$ cat src/rtl/ble_pkg.sv
// ble_pkg: shared BLE CRC constants and checker FSM encoding.
package ble_pkg;
  localparam logic [23:0] BLE_CRC_POLY = 24'h00065B;
  localparam logic [23:0] BLE_ADV_CRC_INIT = 24'h555555;
  localparam int CRC_LEN = 24;
  typedef enum logic [1:0] {IDLE, PDU, CRC} state_e;
endpackage

$ cat src/rtl/ble_crc_lfsr.sv
// ble_crc_lfsr: 24-bit BLE CRC register with load, feedback advance and zero-fill shift.
module ble_crc_lfsr import ble_pkg::*; #(
  parameter logic [23:0] INIT_VAL = BLE_ADV_CRC_INIT
) (
  input  logic        clk,
  input  logic        rst,
  input  logic        load_i,
  input  logic [23:0] init_i,
  input  logic        adv_i,
  input  logic        shift_i,
  input  logic        din_i,
  output logic        msb_o,
  output logic [23:0] next_o
);
  logic [23:0] lfsr_q, lfsr_d;
  logic fb;
  assign fb = din_i ^ lfsr_q[23];
  always_comb
    lfsr_d = load_i  ? init_i :
             adv_i   ? {lfsr_q[22:0], 1'b0} ^ ({24{fb}} & BLE_CRC_POLY) :
             shift_i ? {lfsr_q[22:0], 1'b0} : lfsr_q;
  always_ff @(posedge clk)
    lfsr_q <= rst ? INIT_VAL : lfsr_d;
  assign msb_o = lfsr_q[23];
  assign next_o = lfsr_d;
endmodule

$ cat src/rtl/ble_crc_check.sv
// ble_crc_check: RX-side BLE CRC checker over a serial PDU followed by its MSB-first CRC field.
module ble_crc_check import ble_pkg::*; #(
  parameter logic [23:0] INIT_VAL = BLE_ADV_CRC_INIT,
  parameter int LEN_W = 9
) (
  input  logic             clk,
  input  logic             rst,
  input  logic             start,
  input  logic [LEN_W-1:0] pdu_len,
  input  logic             bit_in,
  input  logic             bit_valid,
  output logic             busy,
  output logic             done,
  output logic             crc_ok,
  output logic [23:0]      crc_calc
);
  localparam int CNT_W = LEN_W + 3;
  state_e state_q;
  logic [CNT_W-1:0] cnt_q;
  logic mismatch_q, done_q, crc_ok_q;
  logic [23:0] crc_calc_q, lfsr_nxt;
  logic msb, adv, shift, last, miss, empty;
  assign adv = bit_valid & ~start & (state_q == PDU);
  assign shift = bit_valid & ~start & (state_q == CRC);
  assign last = cnt_q == CNT_W'(1);
  assign miss = bit_in ^ msb;
  assign empty = pdu_len == '0;
  ble_crc_lfsr #(.INIT_VAL(INIT_VAL)) u_lfsr (
    .clk(clk), .rst(rst), .load_i(start), .init_i(INIT_VAL),
    .adv_i(adv), .shift_i(shift), .din_i(bit_in),
    .msb_o(msb), .next_o(lfsr_nxt)
  );
  // An empty PDU leaves the register at its preset, so that is the computed CRC.
  always_ff @(posedge clk) begin
    if (rst) begin
      state_q <= IDLE;
      cnt_q <= '0;
      mismatch_q <= 1'b0;
      done_q <= 1'b0;
      crc_ok_q <= 1'b0;
      crc_calc_q <= '0;
    end else begin
      done_q <= 1'b0;
      if (start) begin
        state_q <= empty ? CRC : PDU;
        cnt_q <= empty ? CNT_W'(CRC_LEN) : {pdu_len, 3'b000};
        mismatch_q <= 1'b0;
        crc_ok_q <= 1'b0;
        if (empty) crc_calc_q <= INIT_VAL;
      end else if (adv) begin
        cnt_q <= last ? CNT_W'(CRC_LEN) : cnt_q - 1'b1;
        if (last) begin
          crc_calc_q <= lfsr_nxt;
          state_q <= CRC;
        end
      end else if (shift) begin
        cnt_q <= cnt_q - 1'b1;
        mismatch_q <= mismatch_q | miss;
        if (last) begin
          done_q <= 1'b1;
          crc_ok_q <= ~(mismatch_q | miss);
          state_q <= IDLE;
        end
      end
    end
  end
  assign busy = state_q != IDLE;
  assign done = done_q;
  assign crc_ok = crc_ok_q;
  assign crc_calc = crc_calc_q;
endmodule

$ cat config.mk
export PLATFORM = sky130hd
export DESIGN_NAME = ble_crc_check
export DESIGN_NICKNAME = d
export VERILOG_FILES = /design/src/rtl/ble_pkg.sv /design/src/rtl/ble_crc_lfsr.sv /design/src/rtl/ble_crc_check.sv
export SDC_FILE = /design/constraint.sdc
export NUM_CORES = 1
export LEC_CHECK = 0
export ABC_AREA = 1
export CAP_MARGIN = 20
export CELL_PAD_IN_SITES_DETAIL_PLACEMENT = 1
export CELL_PAD_IN_SITES_GLOBAL_PLACEMENT = 1
export CORE_MARGIN = 2
export CORE_UTILIZATION = 40
export DETAILED_ROUTE_END_ITERATION = 8
export GPL_TIMING_DRIVEN = 0
export PLACE_DENSITY = 0.92
export RECOVER_POWER = 25
export SYNTH_ARGS = -nofsm -noshare
export SYNTH_HDL_FRONTEND = slang
export SYNTH_HIERARCHICAL = 1
export SYNTH_SLANG_ARGS = --single-unit
$ cat constraint.sdc
create_clock -name clk -period 1.96 [get_ports clk]
set_input_delay 0.392 -clock clk [delete_from_list [all_inputs] [get_ports clk]]
set_output_delay 0.392 -clock clk [all_outputs]
set_load 0.05 [all_outputs]
# Word level (Yosys, flattened, before mapping)
# Cells that the tools add are included.
[op_classes]
addsub = 1
n_eq_ne = 6
muxes = 19
n_bitwise = 10
n_reduce_logical = 11
[ops]
columns = ["operator", "n"]
rows = [
  ["24-bit 2-to-1 mux", 7],
  ["12-bit 2-to-1 mux", 5],
  ["24-bit by 11-bit bitwise XOR with 24-bit output", 1],
  ["12-bit by 1-bit equality test with 1-bit output (second input constant)", 1],
  ["2-bit 2-to-1 mux", 6],
  ["12-bit by 1-bit subtractor with 12-bit output (second input constant)", 1],
  ["9-bit logical NOT", 1],
  ["3-bit AND reduction", 3],
  ["3-bit != test (second input constant)", 2],
  ["2-bit nonzero test", 3],
  ["1-bit NOT", 4],
  ["4-bit OR reduction", 1],
  ["1-bit bitwise AND", 3],
  ["3-bit nonzero test", 1],
  ["2-bit by 1-bit equality test with 1-bit output (second input constant)", 1],
  ["2-bit equality test (second input constant)", 1],
  ["2-bit by 1-bit != test with 1-bit output (second input constant)", 1],
  ["2-bit AND reduction", 1],
  ["2-bit OR reduction", 1],
  ["1-bit 2-to-1 mux", 1],
  ["1-bit OR", 1],
  ["1-bit bitwise XOR", 1],
]
[word_totals]
ff_bits = 65
output_inout_bits = 27
wordCells = 54

# Logic depth before layout (Yosys ltp)
[logic_depth]
word_depth = 9
depth_mapped = 16

# Hierarchy
# The synthesis kept the hierarchy.
[modules_own_cells]
columns = ["module", "n_inst", "cells_per_inst", "area_per_inst_um2"]
rows = [
  ["ble_crc_check", 1, 338, 2162.1],
  ["ble_crc_lfsr", 1, 235, 1574.0],
]

# Least setup slack after synthesis
# OpenSTA, ideal clock, no wires.
[synth_timing]
path_kind = "in2reg"
startpoint = "input port start"
endpoint = "register crc_calc_q[12] (netlist: crc_calc[12])"
setup_ns = 0.117
arrival_ns = 1.725
required_ns = 1.843
slack_ns = 0.119
stages = 13
path_cell_list = "buf_2 -> nor2_1 -> nand3_1 -> inv_1 -> buf_6 -> nor2_8 -> buf_8 -> o211ai_2 -> o21ai_0 -> nor2_1 -> nand3_1 -> nand2_1 -> nor2_1"
[synth_between]
elab_cells_between_ends = 14
classes_between = "eq/ne (1); mux (6); bitwise (4); reduce/logical (3)"
[synth_lines]
columns = ["element", "line", "source"]
rows = [
  ["from (decl)", "ble_crc_check.sv:8", "input logic start,"],
  ["1-bit NOT", "ble_crc_check.sv:23", "assign adv = bit_valid & ~start & (state_q == PDU);"],
  ["1-bit bitwise AND (2 in series)", "ble_crc_check.sv:23", ""],
  ["named net adv", "ble_crc_check.sv:22", "logic msb, adv, shift, last, miss, empty;"],
  ["24-bit 2-to-1 mux", "ble_crc_lfsr.sv:20", "adv_i ? {lfsr_q[22:0], 1'b0} ^ ({24{fb}} & BLE_CRC_POLY) :"],
  ["24-bit 2-to-1 mux", "ble_crc_lfsr.sv:19", "lfsr_d = load_i ? init_i :"],
  ["named net lfsr_nxt[12]", "ble_crc_check.sv:21", "logic [23:0] crc_calc_q, lfsr_nxt;"],
  ["24-bit 2-to-1 mux", "ble_crc_check.sv:52", "if (last) begin"],
  ["24-bit 2-to-1 mux", "ble_crc_check.sv:50", "end else if (adv) begin"],
  ["24-bit 2-to-1 mux", "ble_crc_check.sv:44", "if (start) begin"],
  ["to (signal assigned)", "ble_crc_check.sv:53", "crc_calc_q <= lfsr_nxt;"],
  ["to (decl)", "ble_crc_check.sv:21", ""],
]
# The timed path passes the listed nets, and every way through them passes these cells. The select of a mux whose other input is x is not followed.
# A chain may end at the register's enable or synchronous reset.

# Worst setup path in the final report
[layout_timing]
startpoint = "register state_q[1]"
endpoint = "register crc_calc_q[22] (netlist: crc_calc[22])"
[layout_between]
elab_cells_between_ends = 12
classes_between = "eq/ne (2); mux (6); bitwise (2); reduce/logical (2)"
[layout_lines]
columns = ["element", "line", "source"]
rows = [
  ["from (decl)", "ble_crc_check.sv:18", "state_e state_q;"],
  ["from (signal assigned)", "ble_crc_check.sv:45", "state_q <= empty ? CRC : PDU;"],
  ["2-bit by 1-bit equality test with 1-bit output", "ble_crc_check.sv:23", ""],
  ["1-bit bitwise AND", "ble_crc_check.sv:23", ""],
  ["named net adv", "ble_crc_check.sv:22", ""],
  ["24-bit 2-to-1 mux", "ble_crc_lfsr.sv:20", ""],
  ["24-bit 2-to-1 mux", "ble_crc_lfsr.sv:19", ""],
  ["named net lfsr_nxt[22]", "ble_crc_check.sv:21", ""],
  ["24-bit 2-to-1 mux", "ble_crc_check.sv:52", ""],
  ["24-bit 2-to-1 mux", "ble_crc_check.sv:50", ""],
  ["24-bit 2-to-1 mux", "ble_crc_check.sv:44", ""],
]
# The timed path passes the listed nets, and every way through them passes these cells. The select of a mux whose other input is x is not followed.

==> impl_results.md <==
- Outcome: finished with violations
- Failing checks: negative setup slack
- # setup viols final: 2
- Max Cap Viol: 0
- Worst slew pin tran: 0.648 ns
- Post-DP HPWL: approximately 8600 um
- Min Clock Period, post-route: 2.02 ns
- Die area: slightly above 10000 um2
- Critical Path Sink: crc_calc[22]$_SDFFE_PP0P_
- Leakage: about 2.4 nW
- Critical Path RT: approximately 2.2 ns
- Crit-path cells: inv_1, nand3_4, inv_2, buf_6, nor2_8, buf_12, buf_8, nand2_1, o211ai_2, o21ai_1, nor2_1, nand3_1, nand2_1, nor2_1
- Overall routed net length: around 14000 um
- CTS tree: yes
- Final slew viol count: 0
- Slew headroom: 0.568
- Vias in the first global route: roughly 4300
- Register share of total power: 0.407
- Grt ovf: 0
- Worst vdd ir: between 0.3 and 0.4 mV
- CP startpoint: state_q[1]$_SDFFE_PP0P_
- Clock sink count: 65
- Ports: 41
- Clk Latency, worst-skew pair: 0.36 ns
- Vias per inst: ~5.4
- Antenna-violating nets left: 0
- Worst Setup Slack, final: -0.0627 ns
- Hold Slack: 0.429 ns
- Initial Util: 0.408
- First drt pass iteration count: 4
- CTS root buf: clkbuf_8
- Port-buffer cells: 39
- Worst Skew: between 0.01 and 0.015 ns
- Post-layout util: 0.541
- Area delta synth->final: 32.5%
- Total core area: approximately 9200 um2
- Sw Ratio: 0.332
- XOR/XNOR share of the synthesized area: 0.0188
- Worst EP arrival: ~2.3 ns
- GRT Total Usage: 0.256
- Clock power share: 0.359
- Yosys cell types: 31
- Critical path capture point type: flip-flop
- Post-synthesis adder-cell area fraction: 0.00670
- DIE WIDTH: a little over 100 um
- Multiplexer share of the synthesized area: 0
- Top-area cell type share of the netlist area: 0.348
- Comb power frac: 0.234
- Cell accounting for the most synthesized area: dfxtp_1
- Nets: 685
- H-tree levels: 3
- First-pass GRT wire length: 20300 um
- Vias: 4240
- CTS Buf Count: 9
- CP startpoint kind: flip-flop
- Die H: between 100 and 150 um
- Residual DRC: 0
- Syn_area_per_cell: around 6.5 um2
- P_sw: approximately 1.2 mW
- Syn. warnings: 6
- #FFs+latches synth: 65
- Post-Synth Simple-Gate Area: 0.323
- Worst r2r src: state_q[1]$_SDFFE_PP0P_
- Largest family of logic cells by synthesized area: simple AND/OR/NAND/NOR gates
- WS Path Type: flip-flop to flip-flop
- GP Congestion: 0.871
- Drt wl/cell: 18.2 um
- Post-CTS Hold Buffers: 0
- Antenna Cells: 0
- Final worst-path cycle share: 1.03
- RR Endpoint: crc_calc[22]$_SDFFE_PP0P_
- Hold Crit Start: pdu_len[8]
- Max incr delay on CP: around 0.37 ns
- CP max-delay cell: dfxtp_2
- R2R cell count: 14
- Post-Syn Area: roughly 3700 um2
- 1st-iter DRT viols: around 220
- Antenna violations before repair: 0
- Reg2reg setup slack: -0.06 ns
- Synth area leaders: dfxtp_1 (35%), nand2_1 (16%), inv_1 (7.5%)
- Internal: ~2.4 mW
- HP Class: primary input to flip-flop
- Final hold vios: 0
- Clock buffer depth: 2
- Seq/Total Area, Yosys: 0.348
- Crit Path Max Fanout: 6
- Power per cell area: ~730 nW/um2
- Compound-gate portion of the synthesized area: 0.170
- Layout fillers: around 1200
- Max Freq: between 400 and 500 MHz
- Synth Instances: between 500 and 600
- # rows: 35
- Dpl cells: about 750
- Clk slew on worst S/H paths: 0.08 ns
- Share of cells above drive strength 1: 0.163
- Largest net degree at the start of global routing: 13
- Fin cells: 785
[layer usage]
| metal | track usage | wire length (um) | vias to the layer above | share of wire |
|---|---|---|---|---|
| met2 | 0.497 | 7780 | 143 | 0.55 |
| met5 | 0 | 0 | - | 0 |
| met3 | 0.0451 | 593 | 47 | 0.042 |
| met1 | 0.275 | 5410 | 2079 | 0.38 |
| li1 | - | - | 1971 | - |
| met4 | 0.0896 | 483 | 0 | 0.034 |
[cells in the mapped netlist]
master    number
a211oi_1       1
xnor2_1        2
buf_2          8
nor3_1         3
nand3b_1       1
buf_1          1
buf_6          5
clkinv_1       1
o211ai_2      17
xor2_1         6
inv_2          1
nand2_1      164
clkbuf_1       9
nand2_4        1
nor2_8         1
nand3_1       49
inv_1         75
and2_1         1
dfxtp_1       65
o21ai_0       11
o211ai_1       8
nand2_2        3
o21ai_4        1
buf_8          1
a21oi_1       50
buf_4          7
nor2_1        69
or2_1          1
conb_1         2
ha_1           2
o21ai_1        7
[through the flow]
stage	cell area (um2)	setup slack [ns]	TNS (ns)	total power, mW
global route	4950	-0.106	-0.701	3.78
detailed placement	4350	-0.622	-20.68	2.22
global placement	4350	-0.519	-16.87	2.18
CTS	4730	0.000194	0	3.54
finish	4950	-0.0627	-0.0997	3.62
floorplan	3820	0.119	0	2.01
[cell families (layout without fill, tap and decap cells)]
| logic type | count (synthesis) | after routing |
|---|---|---|
| AO/OA/AOI/OAI | 95 | 95 |
| XOR/XNOR | 8 | 8 |
| other | 2 | 24 |
| buffers and inverters | 108 | 187 |
| flip-flops | 65 | 65 |
| AND/OR/NAND/NOR | 293 | 293 |
| adder cells (fa/ha/maj) | 2 | 2 |
[cell type report]
| class | instances | area, um2 | share of cell area |
|---|---|---|---|
| Tap cell | 111 | 139 | 0.0281 |
| Buffer | 31 | 226 | 0.0458 |
| Clock buffer | 9 | 124 | 0.0250 |
| Timing Repair Buffer | 63 | 658 | 0.133 |
| Sequential cell | 65 | 1310 | 0.264 |
| Multi-Input combinational cell | 422 | 2110 | 0.426 |
| Clock inverter | 7 | 95.1 | 0.0192 |
| Inverter | 77 | 293 | 0.0592 |
[worst max-delay path: cells and delay by family, from the launching register on]
kind | cells | cell delay, ns
buffers and inverters | 5 | 0.52
AOI/OAI and AO/OA | 2 | 0.20
DFF | 1 | 0.37
and+or+nand+nor | 7 | 0.83
[flip-flops by register name (all words and copies together) (netlist names)]
name / count
crc_calc: 24
u_lfsr/lfsr_q: 24
cnt_q: 12
state_q: 2
crc_ok: 1
done: 1
mismatch_q: 1
[repair_timing]
item | CTS | global route
resized for setup | 17 | 30
gates cloned | 2 | 0
setup endpoints to repair | 25 | 22
pin swaps | 5 | 22
buffers inserted | 7 | 15
[power groups by stage]
stage	Clock, mW	Combinational [mW]	Sequential, mW
2_1_floorplan	0	0.480	1.53
3_3_place_gp	0	0.694	1.49
3_5_place_dp	0	0.730	1.49
4_1_cts	1.31	0.765	1.46
5_1_grt	1.38	0.922	1.48
6_report	1.30	0.846	1.47
[how the worst min path moves through the flow]
| stage | slack (ns) | end | cells past startpoint |
|---|---|---|---|
| final | 0.43 | cnt_q[11]$_SDFFE_PP0P_ | 3 |
| after global routing | 0.47 | u_lfsr/lfsr_q[6]$_SDFF_PP1_ | 5 |
| after CTS | 0.44 | u_lfsr/lfsr_q[4]$_SDFF_PP1_ | 5 |
| after detailed placement | 0.47 | crc_ok$_SDFFE_PP0P_ | 2 |
| after global placement | 0.45 | mismatch_q$_SDFFE_PP0P_ | 2 |
| after floorplan | 0.44 | mismatch_q$_SDFFE_PP0P_ | 2 |
[placed cells by master (no fill, tap or decap), types with 5 or more instances in the layout]
cell type,instances
inv_2,5
xor2_1,6
buf_6,6
buf_4,22
nand2_1,161
o21ai_0,9
o211ai_2,16
nor2_1,64
conb_1,24
nand3_1,46
dfxtp_1,63
inv_1,70
a21oi_1,47
nand2_2,6
clkbuf_1,9
clkbuf_8,9
o211ai_1,8
buf_2,8
clkdlybuf4s50_1,35
o21ai_1,7
buf_12,5
Power figures use the tool's default switching activity.
